File: src/rtl/mem_arb_pkg.sv
// mem_arb_pkg: shared owner and state types for the memory port arbiter
package mem_arb_pkg;
  typedef enum logic {OWN_CORE, OWN_DBG} owner_t;
  typedef enum logic {ARB, LOCKED} arb_state_t;
endpackage

File: src/rtl/rr_arbiter2.sv
// rr_arbiter2: two-way round-robin pick; req[0] is the core, req[1] the debug master
module rr_arbiter2
  import mem_arb_pkg::*;
(
  input  logic [1:0] req,
  input  owner_t     last_owner,
  input  logic       mask_core,
  output logic [1:0] gnt
);
  logic core_ok;
  always_comb begin
    core_ok = req[0] & ~mask_core;
    gnt[0]  = core_ok & (~req[1] | (last_owner == OWN_DBG));
    gnt[1]  = req[1] & (~core_ok | (last_owner == OWN_CORE));
  end
endmodule

File: src/rtl/mem_port_arbiter.sv
// mem_port_arbiter: shares one memory word port between the core and a debug master,
// with debug lock-out of the core and one-cycle read-response routing
module mem_port_arbiter
  import mem_arb_pkg::*;
#(
  parameter int ADDR_W = 16,
  parameter int DATA_W = 32
)(
  input  logic              clk,
  input  logic              rst,
  input  logic              core_req,
  input  logic              core_we,
  input  logic [ADDR_W-1:0] core_addr,
  input  logic [DATA_W-1:0] core_wdata,
  output logic              core_gnt,
  output logic              core_stall,
  output logic              core_rvalid,
  input  logic              dbg_req,
  input  logic              dbg_we,
  input  logic [ADDR_W-1:0] dbg_addr,
  input  logic [DATA_W-1:0] dbg_wdata,
  output logic              dbg_gnt,
  output logic              dbg_rvalid,
  input  logic              dbg_lock,
  output logic [DATA_W-1:0] rdata,
  output logic              mem_wen,
  output logic              mem_ren,
  output logic [ADDR_W-1:0] mem_addr,
  output logic [DATA_W-1:0] mem_wdata,
  input  logic [DATA_W-1:0] mem_rdata
);
  arb_state_t state;
  owner_t     last_owner;
  owner_t     resp_owner;
  logic       resp_valid;
  logic [1:0] gnt;
  // the core stays masked only while the lock is still held; the exit cycle arbitrates normally
  rr_arbiter2 u_rr (
    .req        ({dbg_req, core_req}),
    .last_owner (last_owner),
    .mask_core  ((state == LOCKED) & dbg_lock),
    .gnt        (gnt)
  );
  always_comb begin
    core_gnt    = gnt[0] & ~rst;
    dbg_gnt     = gnt[1] & ~rst;
    core_stall  = core_req & ~gnt[0] & ~rst;
    mem_wen     = (core_gnt & core_we) | (dbg_gnt & dbg_we);
    mem_ren     = (core_gnt & ~core_we) | (dbg_gnt & ~dbg_we);
    mem_addr    = rst ? '0 : dbg_gnt ? dbg_addr : core_addr;
    mem_wdata   = rst ? '0 : dbg_gnt ? dbg_wdata : core_wdata;
    core_rvalid = resp_valid & (resp_owner == OWN_CORE) & ~rst;
    dbg_rvalid  = resp_valid & (resp_owner == OWN_DBG) & ~rst;
    rdata       = rst ? '0 : mem_rdata;
  end
  always_ff @(posedge clk or posedge rst)
    if (rst) begin
      state      <= ARB;
      last_owner <= OWN_DBG;
      resp_valid <= 1'b0;
      resp_owner <= OWN_CORE;
    end else begin
      state      <= (dbg_lock && (state == LOCKED || dbg_gnt)) ? LOCKED : ARB;
      if (core_gnt || dbg_gnt) last_owner <= dbg_gnt ? OWN_DBG : OWN_CORE;
      resp_valid <= mem_ren;
      resp_owner <= dbg_gnt ? OWN_DBG : OWN_CORE;
    end
endmodule

File: config.mk
export PLATFORM = sky130hd
export DESIGN_NAME = mem_port_arbiter
export DESIGN_NICKNAME = d
export VERILOG_FILES = /design/src/rtl/mem_arb_pkg.sv /design/src/rtl/rr_arbiter2.sv /design/src/rtl/mem_port_arbiter.sv
export SDC_FILE = /design/constraint.sdc
export NUM_CORES = 1
export LEC_CHECK = 0
export CORE_AREA = 2 2 85 87
export CTS_CLUSTER_DIAMETER = 150
export DETAILED_ROUTE_END_ITERATION = 10
export DIE_AREA = 0 0 87 89
export HOLD_SLACK_MARGIN = 0.02
export PLACE_DENSITY = 0.78
export SYNTH_ARGS = -nofsm -noshare
export SYNTH_HDL_FRONTEND = slang
export SYNTH_SLANG_ARGS = --single-unit
File: constraint.sdc
create_clock -name clk -period 2.3 [get_ports clk]
set_input_delay 0.46 -clock clk [delete_from_list [all_inputs] [get_ports clk]]
set_output_delay 0.46 -clock clk [all_outputs]
set_load 0.05 [all_outputs]
# After elaboration in Yosys (flattened, before gate mapping)
# Cells that the tools add are included.
[classes]
n_mux = 7
n_bitwise = 29
n_reduce_logical = 3
[ops]
columns = ["operator", "n"]
rows = [
  ["32-bit two-way mux", 3],
  ["16-bit two-way mux", 2],
  ["1-bit AND", 16],
  ["1-bit inverter", 9],
  ["1-bit OR", 4],
  ["1-bit logical OR", 2],
  ["1-bit two-way mux", 2],
  ["1-bit logical AND", 1],
]
[totals]
ff_bits = 4
input_bits = 135
output_inout_bits = 87

# Longest topological paths before layout
# Gate-level depths: netlist of the first run.
[depth]
word_depth = 10
mapped_depth = 5
ltp_nobuf = 4

# Modules after synthesis
# From an unflattened synthesis of the first run, not the netlist that was laid out.
[unflattened]
hier_cells = 166
hier_area_um2 = 1233.7
[modules_own_cells]
columns = ["mod", "instances", "cells_per_inst", "area_per_inst_um2", "seq_area_each_um2"]
rows = [
  ["mem_port_arbiter", 1, 162, 1197.4, 101.3],
  ["rr_arbiter2", 1, 4, 36.3, 0.0],
]

# Least setup slack after synthesis of the first run
# No wires, ideal clock.
[synth_path]
path_kind = "input to output"
startpoint = "in rst"
endpoint = "out core_rvalid"
arrival_ns = 2.205
setup_slack_ns = -0.365
cell_stages = 4
n_path_buf = 3
path_cell_list = "buf_2 > clkbuf_1 > clkbuf_1 > nor3b_1"
[synth_between]
elab_chain_len = 2
[synth_rtl]
columns = ["item", "line", "text"]
rows = [
  ["start: declaration", "mem_port_arbiter.sv:10", "input logic rst,"],
  ["1-bit inverter", "mem_port_arbiter.sv:52", "core_rvalid = resp_valid & (resp_owner == OWN_CORE) & ~rst;"],
  ["1-bit AND", "mem_port_arbiter.sv:52", ""],
  ["end: declaration", "mem_port_arbiter.sv:17", "output logic core_rvalid,"],
]
# No other way between the ends.

# Final worst setup path of the first run
[layout_path]
startpoint = "in core_req"
endpoint = "out mem_wdata[17]"
[layout_between]
elab_chain_len = 7
[layout_rtl]
columns = ["item", "line", "text"]
rows = [
  ["start: declaration", "mem_port_arbiter.sv:11", "input logic core_req,"],
  ["1-bit AND", "rr_arbiter2.sv:12", "core_ok = req[0] & ~mask_core;"],
  ["1-bit inverter", "rr_arbiter2.sv:14", "gnt[1] = req[1] & (~core_ok | (last_owner == OWN_CORE));"],
  ["1-bit OR", "rr_arbiter2.sv:14", ""],
  ["1-bit AND", "rr_arbiter2.sv:14", ""],
  ["1-bit AND", "mem_port_arbiter.sv:46", "dbg_gnt = gnt[1] & ~rst;"],
  ["32-bit two-way mux (2 in a row)", "mem_port_arbiter.sv:51", "mem_wdata = rst ? '0 : dbg_gnt ? dbg_wdata : core_wdata;"],
  ["end: declaration", "mem_port_arbiter.sv:29", "output logic [DATA_W-1:0] mem_wdata,"],
]
# No other way between the ends.

==> metrics.txt, run 1 <==
# TYPE chip_impl_metric gauge
chip_impl_info{name="run_status",value="finished clean"} 1
chip_impl_metric{name="design.portCount",unit=""} 222
chip_impl_info{name="library_cell_with_the_largest_summed_area_after_synthesis",value="sky130_fd_sc_hd__mux2_4"} 1
chip_impl_metric{name="place_hpwl",unit="um"} 5520
chip_impl_metric{name="fin_nets",unit=""} 523
chip_impl_metric{name="worstPathMaxFanout",unit=""} 5
chip_impl_metric{name="worst_clock_skew",unit="ns"} 0.00365
chip_impl_metric{name="worst_ir_drop_vdd",unit="mV"} 0.181
chip_impl_info{name="cts-root-buf",value="sky130_fd_sc_hd__clkbuf_8"} 1
chip_impl_metric{name="num_vias",unit=""} 2035
chip_impl_metric{name="required",unit="ns"} 1.84
chip_impl_metric{name="die_height",unit="um"} 89
chip_impl_info{name="synthTopCellsByArea",value="sky130_fd_sc_hd__mux2_4, sky130_fd_sc_hd__nor2b_1, sky130_fd_sc_hd__buf_12, sky130_fd_sc_hd__dfrtp_1, sky130_fd_sc_hd__clkbuf_1"} 1
chip_impl_metric{name="drt.antenna.violating_nets",unit=""} 0
chip_impl_metric{name="clk_transition_reported_paths",unit="ns"} 0.03
chip_impl_metric{name="worst_ep_arrival_time",unit="ns"} 1.83
chip_impl_metric{name="cts_made_buffers",unit=""} 3
chip_impl_metric{name="combined_buffer_and_inverter_count_along_the_critical_path",unit=""} 4
chip_impl_metric{name="die-area",unit="mm^2"} 0.00774
chip_impl_metric{name="cts_htree_levels",unit=""} 1
chip_impl_metric{name="cp_slowest_stage_delay",unit="ns"} 0.39
chip_impl_info{name="cp_top_family",value="buffers and inverters"} 1
chip_impl_metric{name="synthDominantCellAreaShare",unit=""} 0.459
chip_impl_metric{name="grtUsageTotal",unit=""} 0.158
chip_impl_metric{name="dpl_cell_area",unit="mm^2"} 0.00382
chip_impl_metric{name="number_of_global_route_vias_before_repair",unit=""} 1983
chip_impl_info{name="grt_setup_unrepaired",value="true"} 1
chip_impl_metric{name="hold_viol_final",unit=""} 0
chip_impl_info{name="tritoncts_clock_tree",value="built"} 1
chip_impl_metric{name="finalWirelength",unit="um"} 6820
chip_impl_metric{name="netlist-cell-type-count",unit=""} 19
chip_impl_metric{name="syn_area_per_cell",unit="um^2"} 9.58
chip_impl_metric{name="ys_seq_elements",unit=""} 4
chip_impl_metric{name="slew_headroom",unit=""} 0.769
chip_impl_metric{name="post_route_drc_violation_count",unit=""} 0
chip_impl_metric{name="cellPowerDensity",unit="mW/mm^2"} 360
chip_impl_metric{name="fin_crit_share",unit=""} 0.994
chip_impl_metric{name="worst_hold_path.num_cells",unit=""} 2
chip_impl_metric{name="area_delta_synth_final",unit="%"} 165
chip_impl_metric{name="synthesized_net_count",unit=""} 299
chip_impl_metric{name="ys_seq_area_frac",unit=""} 0.0645
chip_impl_metric{name="initial_utilization",unit=""} 0.234
chip_impl_metric{name="post_synth_instance_area",unit="mm^2"} 0.00157
chip_impl_info{name="crit_path_start_kind",value="input pin"} 1
chip_impl_metric{name="fmaxAchievable",unit="GHz"} 0.437
chip_impl_metric{name="die_width",unit="um"} 87
chip_impl_metric{name="filler_cell_count",unit=""} 563
chip_impl_metric{name="clock_tree.buffer_depth",unit=""} 2
chip_impl_metric{name="internal_power",unit="mW"} 0.849
chip_impl_info{name="synth.top_cells.by_count",value="sky130_fd_sc_hd__nor2b_1, sky130_fd_sc_hd__mux2_4, sky130_fd_sc_hd__clkbuf_1"} 1
chip_impl_metric{name="global_route_wire_length_before_repair",unit="um"} 9570
chip_impl_metric{name="viasPerCell",unit=""} 4.36
chip_impl_info{name="worst_setup_path_end_kind",value="output pin"} 1
chip_impl_metric{name="switching_power",unit="mW"} 0.654
chip_impl_metric{name="ff2ff_path_depth",unit=""} 5
chip_impl_metric{name="cts.sink_count",unit=""} 4
chip_impl_metric{name="synth.yosys.warnings",unit=""} 0
chip_impl_metric{name="core_region_area",unit="mm^2"} 0.00672
chip_impl_metric{name="core.rowCount",unit=""} 30
chip_impl_metric{name="drt_pre_antenna_iters",unit=""} 4
chip_impl_metric{name="clk_latency",unit="ns"} 0.22
chip_impl_metric{name="drive_above_1_share",unit=""} 0.416
chip_impl_info{name="cells_along_the_critical_path",value="clkdlybuf4s15_1 > a311o_2 > buf_12 > buf_16 > mux2_4 > buf_8"} 1
chip_impl_metric{name="leakage",unit="nW"} 1.96
chip_impl_info{name="synth_top_flop_cell",value="sky130_fd_sc_hd__dfrtp_1"} 1
chip_impl_metric{name="numPortBuffers",unit=""} 221
chip_impl_metric{name="finalSetupViolations",unit=""} 0
chip_impl_info{name="yosysMostFrequentCell",value="sky130_fd_sc_hd__nor2b_1"} 1
chip_impl_info{name="worstSetupPathType",value="in -> out"} 1
chip_impl_metric{name="power_frac_comb",unit=""} 0.839
chip_impl_metric{name="async_reset_ff_frac",unit=""} 1.00
chip_impl_metric{name="routedWlPerCell",unit="um"} 14.6
chip_impl_metric{name="antenna_found_initial",unit=""} 0
chip_impl_metric{name="post_synth_inst_count",unit=""} 164
chip_impl_metric{name="global_route_overflow",unit=""} 0
chip_impl_metric{name="drv_slew",unit=""} 0
chip_impl_metric{name="timing.critical_path.depth",unit=""} 6
chip_impl_metric{name="power.sequential.fraction",unit=""} 0.058
chip_impl_metric{name="totalPowerFinal",unit="mW"} 1.50
chip_impl_info{name="min-delay-path-class",value="in -> reg"} 1
chip_impl_metric{name="final_area",unit="mm^2"} 0.00417
chip_impl_metric{name="tightest_slew",unit="ns"} 0.347
chip_impl_metric{name="power_frac_clock",unit=""} 0.103
chip_impl_metric{name="antenna_cells_inserted",unit=""} 0
chip_impl_metric{name="drt_iter0_drc",unit=""} 27
chip_impl_metric{name="drv_cap",unit=""} 0
chip_impl_metric{name="count_of_flip_flops_with_a_built_in_enable_after_synthesis",unit=""} 0
chip_impl_metric{name="swShare",unit=""} 0.435
chip_impl_metric{name="largest_net_degree_at_the_start_of_global_routing",unit=""} 83
chip_impl_metric{name="globalplace.congestion",unit=""} 0.783
chip_impl_info{name="crit_path_max_delay_cell_type",value="sky130_fd_sc_hd__a311o_2"} 1
chip_impl_metric{name="finalWorstPathRequiredPeriod",unit="ns"} 2.29
[layout make-up]
cell class	instances	area, um^2	share of cell area
Tap cell	80	100	0.0240
Timing Repair Buffer	234	2580	0.620
Inverter	5	18.8	0.00450
Multi-Input combinational cell	140	1320	0.317
Sequential cell	4	101	0.0243
Clock buffer	4	45.0	0.0108
[sequential cells by signal, summed over array words and instances, names as in the netlist]
name	flops
resp_valid	1
state	1
resp_owner	1
last_owner	1
[kinds of logic after synthesis]
| logic type | share of synthesized area |
|---|---|
| simple gates | 0.346 |
| mux | 0.459 |
| buf+inv | 0.105 |
| compound gates | 0.0255 |
| flops | 0.0645 |
[worst register-to-register path, delay by kind of cell, from the launching register on]
| family | cells | cell delay, ns |
|---|---|---|
| AO/OA/AOI/OAI | 2 | 0.41 |
| buffers and inverters | 3 | 0.43 |
| flip-flops | 1 | 0.53 |
[what timing repair did]
item	4_1_cts	5_1_grt
buffers inserted	4	0
resized for setup	55	0
setup endpoints to repair	51	49
gates cloned	5	0
hold buffers	0	0
pin swaps	2	0
[through the flow]
stage          setup slack, ns  hold slack, ns  std cells  utilization  TNS, ns
6_report                0.0132           0.488        467        0.621        0
5_1_grt                -0.0554           0.489        467        0.621    -1.70
4_1_cts                 0.0153           0.483        468        0.624        0
3_5_place_dp            -0.366           0.481        455        0.568   -17.25
3_3_place_gp            -0.340           0.478        455        0.568   -15.92
2_1_floorplan           0.0670           0.405        164            -        0
[power by group through the flow]
stage | clock network [mW] | logic [mW] | registers [mW]
floorplan | 0 | 0.695 | 0.0854
global placement | 0 | 1.16 | 0.0864
detailed placement | 0 | 1.17 | 0.0875
CTS | 0.159 | 1.28 | 0.0869
global route | 0.168 | 1.32 | 0.0884
finish | 0.155 | 1.26 | 0.0867
[final timing paths]
path                                   startpoint                     end  slack [ns]
hold reg to reg            last_owner$_DFFE_PP1P_  last_owner$_DFFE_PP1P_        0.50
min in group asynchronous                     rst    resp_owner$_DFF_PP0_        0.54
max in group asynchronous                     rst  last_owner$_DFFE_PP1P_        1.56
setup / recovery                         core_req           mem_wdata[17]        0.01
hold / removal                           dbg_lock         state$_DFF_PP0_        0.49
setup reg to reg           last_owner$_DFFE_PP1P_         state$_DFF_PP0_        0.81
[routing by layer]
metal  up-vias  share of wire  wire [um]  track usage
met5         -              0          0            0
met4         0         0.0088         60       0.0412
met3         6           0.12        825       0.0582
met2       137           0.56       3830        0.329
met1       906           0.31       2100        0.140
li1        986              -          -            -
[cell usage in the layout, fill, tap and decap left out]
cell type / synthesis / routed
sky130_fd_sc_hd__clkdlybuf4s50_1: 0 / 130
sky130_fd_sc_hd__nor2b_1: 80 / 80
sky130_fd_sc_hd__mux2_4: 48 / 48
sky130_fd_sc_hd__buf_4: 0 / 41
sky130_fd_sc_hd__buf_6: 1 / 29
sky130_fd_sc_hd__buf_12: 5 / 21
sky130_fd_sc_hd__inv_1: 5 / 5
sky130_fd_sc_hd__buf_16: 0 / 4
sky130_fd_sc_hd__buf_8: 0 / 4
sky130_fd_sc_hd__clkbuf_8: 0 / 3
sky130_fd_sc_hd__buf_2: 1 / 3
sky130_fd_sc_hd__dfrtp_1: 3 / 3
sky130_fd_sc_hd__and3_1: 2 / 2
sky130_fd_sc_hd__nand2_2: 0 / 1
sky130_fd_sc_hd__a311o_2: 0 / 1
sky130_fd_sc_hd__nand2b_1: 1 / 1
sky130_fd_sc_hd__and4_2: 1 / 1
sky130_fd_sc_hd__a22o_2: 0 / 1
sky130_fd_sc_hd__o2bb2ai_2: 0 / 1
sky130_fd_sc_hd__nor3b_2: 0 / 1
sky130_fd_sc_hd__o21a_1: 1 / 1
sky130_fd_sc_hd__nand2_1: 2 / 1
sky130_fd_sc_hd__o21ai_0: 1 / 1
sky130_fd_sc_hd__clkbuf_1: 8 / 1
sky130_fd_sc_hd__bufbuf_16: 0 / 1
sky130_fd_sc_hd__clkdlybuf4s15_1: 0 / 1
sky130_fd_sc_hd__dfstp_2: 1 / 1
No activity file was read; power rests on OpenSTA's default activity.
==> run 2, diff against run 1 <==
Settings changed: TNS_END_PERCENT set to 20.
==> run 2 against run 1 <==
The run now ends with setup timing left. Global-route usage fell by 0.25 points. Total power fell by 0.75%. Sequential cell count did not move. Via count fell by 0.39%. Core utilization fell by 0.61 points. Sequential power fell by 0.9%. Hold slack got worse by 0.017 ns. First-iteration DRC count fell by 56%. Combinational power barely moved. Critical path depth did not move. Wire length rose by 1.2%. Non-clock buffer count did not move. Critical path type is now reg -> out. Largest power group unchanged.
==> metrics.txt, run 2 (synthesis gave the netlist of run 1 again) <==
# TYPE chip_impl_metric gauge
chip_impl_metric{name="initial_utilization",unit=""} 0.234
chip_impl_info{name="crit_path_max_delay_cell_type",value="sky130_fd_sc_hd__a311o_2"} 1
chip_impl_info{name="grt_setup_unrepaired",value="true"} 1
chip_impl_metric{name="cp_slowest_stage_delay",unit="ns"} 0.45
chip_impl_metric{name="combined_buffer_and_inverter_count_along_the_critical_path",unit=""} 3
chip_impl_metric{name="drv_slew",unit=""} 0
chip_impl_metric{name="final_core_util",unit=""} 0.615
chip_impl_metric{name="global_route_overflow",unit=""} 0
chip_impl_metric{name="drv_cap",unit=""} 0
chip_impl_metric{name="layout.cells.non_filler",unit=""} 467
chip_impl_info{name="critical_path.reg2reg.startpoint",value="state$_DFF_PP0_"} 1
chip_impl_metric{name="leakage",unit="nW"} 1.94
chip_impl_metric{name="num_vias",unit=""} 2027
chip_impl_info{name="path_common_cell",value="sky130_fd_sc_hd__buf_12"} 1
chip_impl_info{name="cp_top_family",value="buffers and inverters"} 1
chip_impl_metric{name="hold_bufs_at_cts",unit=""} 0
chip_impl_metric{name="die_width",unit="um"} 87
chip_impl_metric{name="filler_cell_count",unit=""} 576
chip_impl_metric{name="cts.sink_count",unit=""} 4
chip_impl_info{name="timing.critical_path.from",value="state$_DFF_PP0_"} 1
chip_impl_metric{name="global_route_wire_length_before_repair",unit="um"} 9440
chip_impl_metric{name="die_height",unit="um"} 89
chip_impl_metric{name="worst_ir_drop_vdd",unit="mV"} 0.176
chip_impl_metric{name="worstPathMaxFanout",unit=""} 8
chip_impl_metric{name="cts_made_buffers",unit=""} 3
chip_impl_metric{name="drt.antenna.violating_nets",unit=""} 0
chip_impl_metric{name="worst_ep_arrival_time",unit="ns"} 1.85
chip_impl_metric{name="hold_viol_final",unit=""} 0
chip_impl_metric{name="globalplace.congestion",unit=""} 0.708
chip_impl_metric{name="area_delta_synth_final",unit="%"} 163
chip_impl_metric{name="totalPowerFinal",unit="mW"} 1.49
chip_impl_metric{name="grtUsageTotal",unit=""} 0.155
chip_impl_metric{name="viasPerCell",unit=""} 4.34
chip_impl_info{name="run_status",value="complete, but fails checks"} 1
chip_impl_info{name="layout.cells.most_common",value="sky130_fd_sc_hd__clkdlybuf4s50_1"} 1
chip_impl_metric{name="number_of_global_route_vias_before_repair",unit=""} 2013
chip_impl_metric{name="tightest_slew",unit="ns"} 0.351
chip_impl_metric{name="finalWirelength",unit="um"} 6900
chip_impl_metric{name="core_region_area",unit="mm^2"} 0.00672
chip_impl_metric{name="largest_net_degree_at_the_start_of_global_routing",unit=""} 83
chip_impl_metric{name="fmaxAchievable",unit="GHz"} 0.433
chip_impl_metric{name="finalWorstPathRequiredPeriod",unit="ns"} 2.31
chip_impl_metric{name="clk_transition_reported_paths",unit="ns"} 0.03
chip_impl_metric{name="clk_latency",unit="ns"} 0.22
chip_impl_metric{name="cellPowerDensity",unit="mW/mm^2"} 361
chip_impl_info{name="cells_along_the_critical_path",value="nand2_2 > a311o_2 > buf_6 > buf_12 > mux2_4 > buf_12"} 1
chip_impl_metric{name="drive_above_1_share",unit=""} 0.411
chip_impl_metric{name="fin_crit_share",unit=""} 1.00
chip_impl_metric{name="ff_latch_area",unit="um^2"} 101
chip_impl_metric{name="multi_input_comb_area",unit="mm^2"} 0.00131
chip_impl_metric{name="die-area",unit="mm^2"} 0.00774
chip_impl_info{name="crit_path_start_kind",value="flip-flop"} 1
chip_impl_metric{name="fin_nets",unit=""} 523
chip_impl_metric{name="post_route_drc_violation_count",unit=""} 0
chip_impl_info{name="violations",value="setup timing"} 1
chip_impl_metric{name="antenna_found_initial",unit=""} 0
chip_impl_metric{name="numPortBuffers",unit=""} 221
chip_impl_metric{name="routedWlPerCell",unit="um"} 14.8
chip_impl_metric{name="place_inst",unit=""} 456
chip_impl_info{name="most_frequent_cells_in_the_layout",value="sky130_fd_sc_hd__clkdlybuf4s50_1, sky130_fd_sc_hd__nor2b_1, sky130_fd_sc_hd__mux2_4"} 1
chip_impl_info{name="worst_setup_path_end_kind",value="output pin"} 1
chip_impl_info{name="tritoncts_clock_tree",value="built"} 1
chip_impl_metric{name="core.rowCount",unit=""} 30
chip_impl_info{name="cts-root-buf",value="sky130_fd_sc_hd__clkbuf_8"} 1
chip_impl_metric{name="place_hpwl",unit="um"} 5450
chip_impl_metric{name="slew_headroom",unit=""} 0.766
chip_impl_metric{name="required",unit="ns"} 1.84
chip_impl_metric{name="timing.final.ws_setup",unit="ns"} -0.00966
chip_impl_metric{name="antenna_cells_inserted",unit=""} 0
chip_impl_metric{name="drt_iter0_drc",unit=""} 12
chip_impl_metric{name="setup-tns-final",unit="ns"} -0.0348
chip_impl_metric{name="cts_htree_levels",unit=""} 1
chip_impl_info{name="worstSetupPathType",value="reg -> out"} 1
chip_impl_metric{name="design.portCount",unit=""} 222
chip_impl_info{name="min-delay-path-class",value="in -> async"} 1
chip_impl_metric{name="finalSetupViolations",unit=""} 11
chip_impl_metric{name="worst_clock_skew",unit="ns"} 0.00331
chip_impl_metric{name="drt_pre_antenna_iters",unit=""} 2
chip_impl_metric{name="clock_tree.buffer_depth",unit=""} 2
-- run 2: final timing paths --
kind                                          end  slack (ns)  cells after the start
min in group clk           last_owner$_DFFE_PP1P_        0.48                      2
min                          resp_valid$_DFF_PP0_        0.47                      4
min reg2reg                last_owner$_DFFE_PP1P_        0.48                      2
max in group asynchronous  last_owner$_DFFE_PP1P_        1.63                      4
max                                 mem_wdata[27]       -0.01                      6
max reg2reg                       state$_DFF_PP0_        0.78                      7
-- run 2: final cells by class --
type	count	area share
Clock buffer	4	0.0109
Sequential cell	4	0.0245
Inverter	5	0.00455
Timing Repair Buffer	234	0.618
Multi-Input combinational cell	140	0.318
Tap cell	80	0.0242
-- run 2: repair_timing --
action	in CTS	in global routing
endpoints found under the setup margin	51	51
gates resized for setup	53	3
pin swaps	2	2
cloned	4	0
buffers inserted	6	0
-- run 2: routing by layer --
| metal | vias to the layer above | track usage | routed length [um] |
|---|---|---|---|
| li1 | 982 | - | - |
| met1 | 906 | 0.140 | 2170 |
| met2 | 137 | 0.329 | 3920 |
| met3 | 2 | 0.0554 | 808 |
| met4 | 0 | 0.0256 | 7 |
| met5 | - | 0 | 0 |
-- run 2: where the power goes --
| part | switching [mW] | total [mW] | internal, mW | leakage [nW] |
|---|---|---|---|---|
| sequential | 0.00447 | 0.0859 | 0.0814 | 0.0503 |
| combinational | 0.613 | 1.25 | 0.640 | 1.87 |
| clock | 0.0350 | 0.153 | 0.118 | 0.0228 |
-- run 2: worst reg2reg max path, delay by kind of cell, from the launching register on --
kind | cells | cell delay [ns]
AOI/OAI and AO/OA | 2 | 0.56
buffers and inverters | 4 | 0.48
DFF | 1 | 0.35
and+or+nand+nor | 1 | 0.07
-- run 2: through the flow --
step | worst slack (ns) | hold WS [ns] | cell area (um^2)
5_1_grt | -0.0640 | 0.500 | 4130
2_1_floorplan | -0.115 | 0.405 | 1580
3_5_place_dp | -0.354 | 0.484 | 3830
6_report | -0.00966 | 0.471 | 4130
4_1_cts | -0.0742 | 0.493 | 4180
3_3_place_gp | -0.325 | 0.476 | 3830
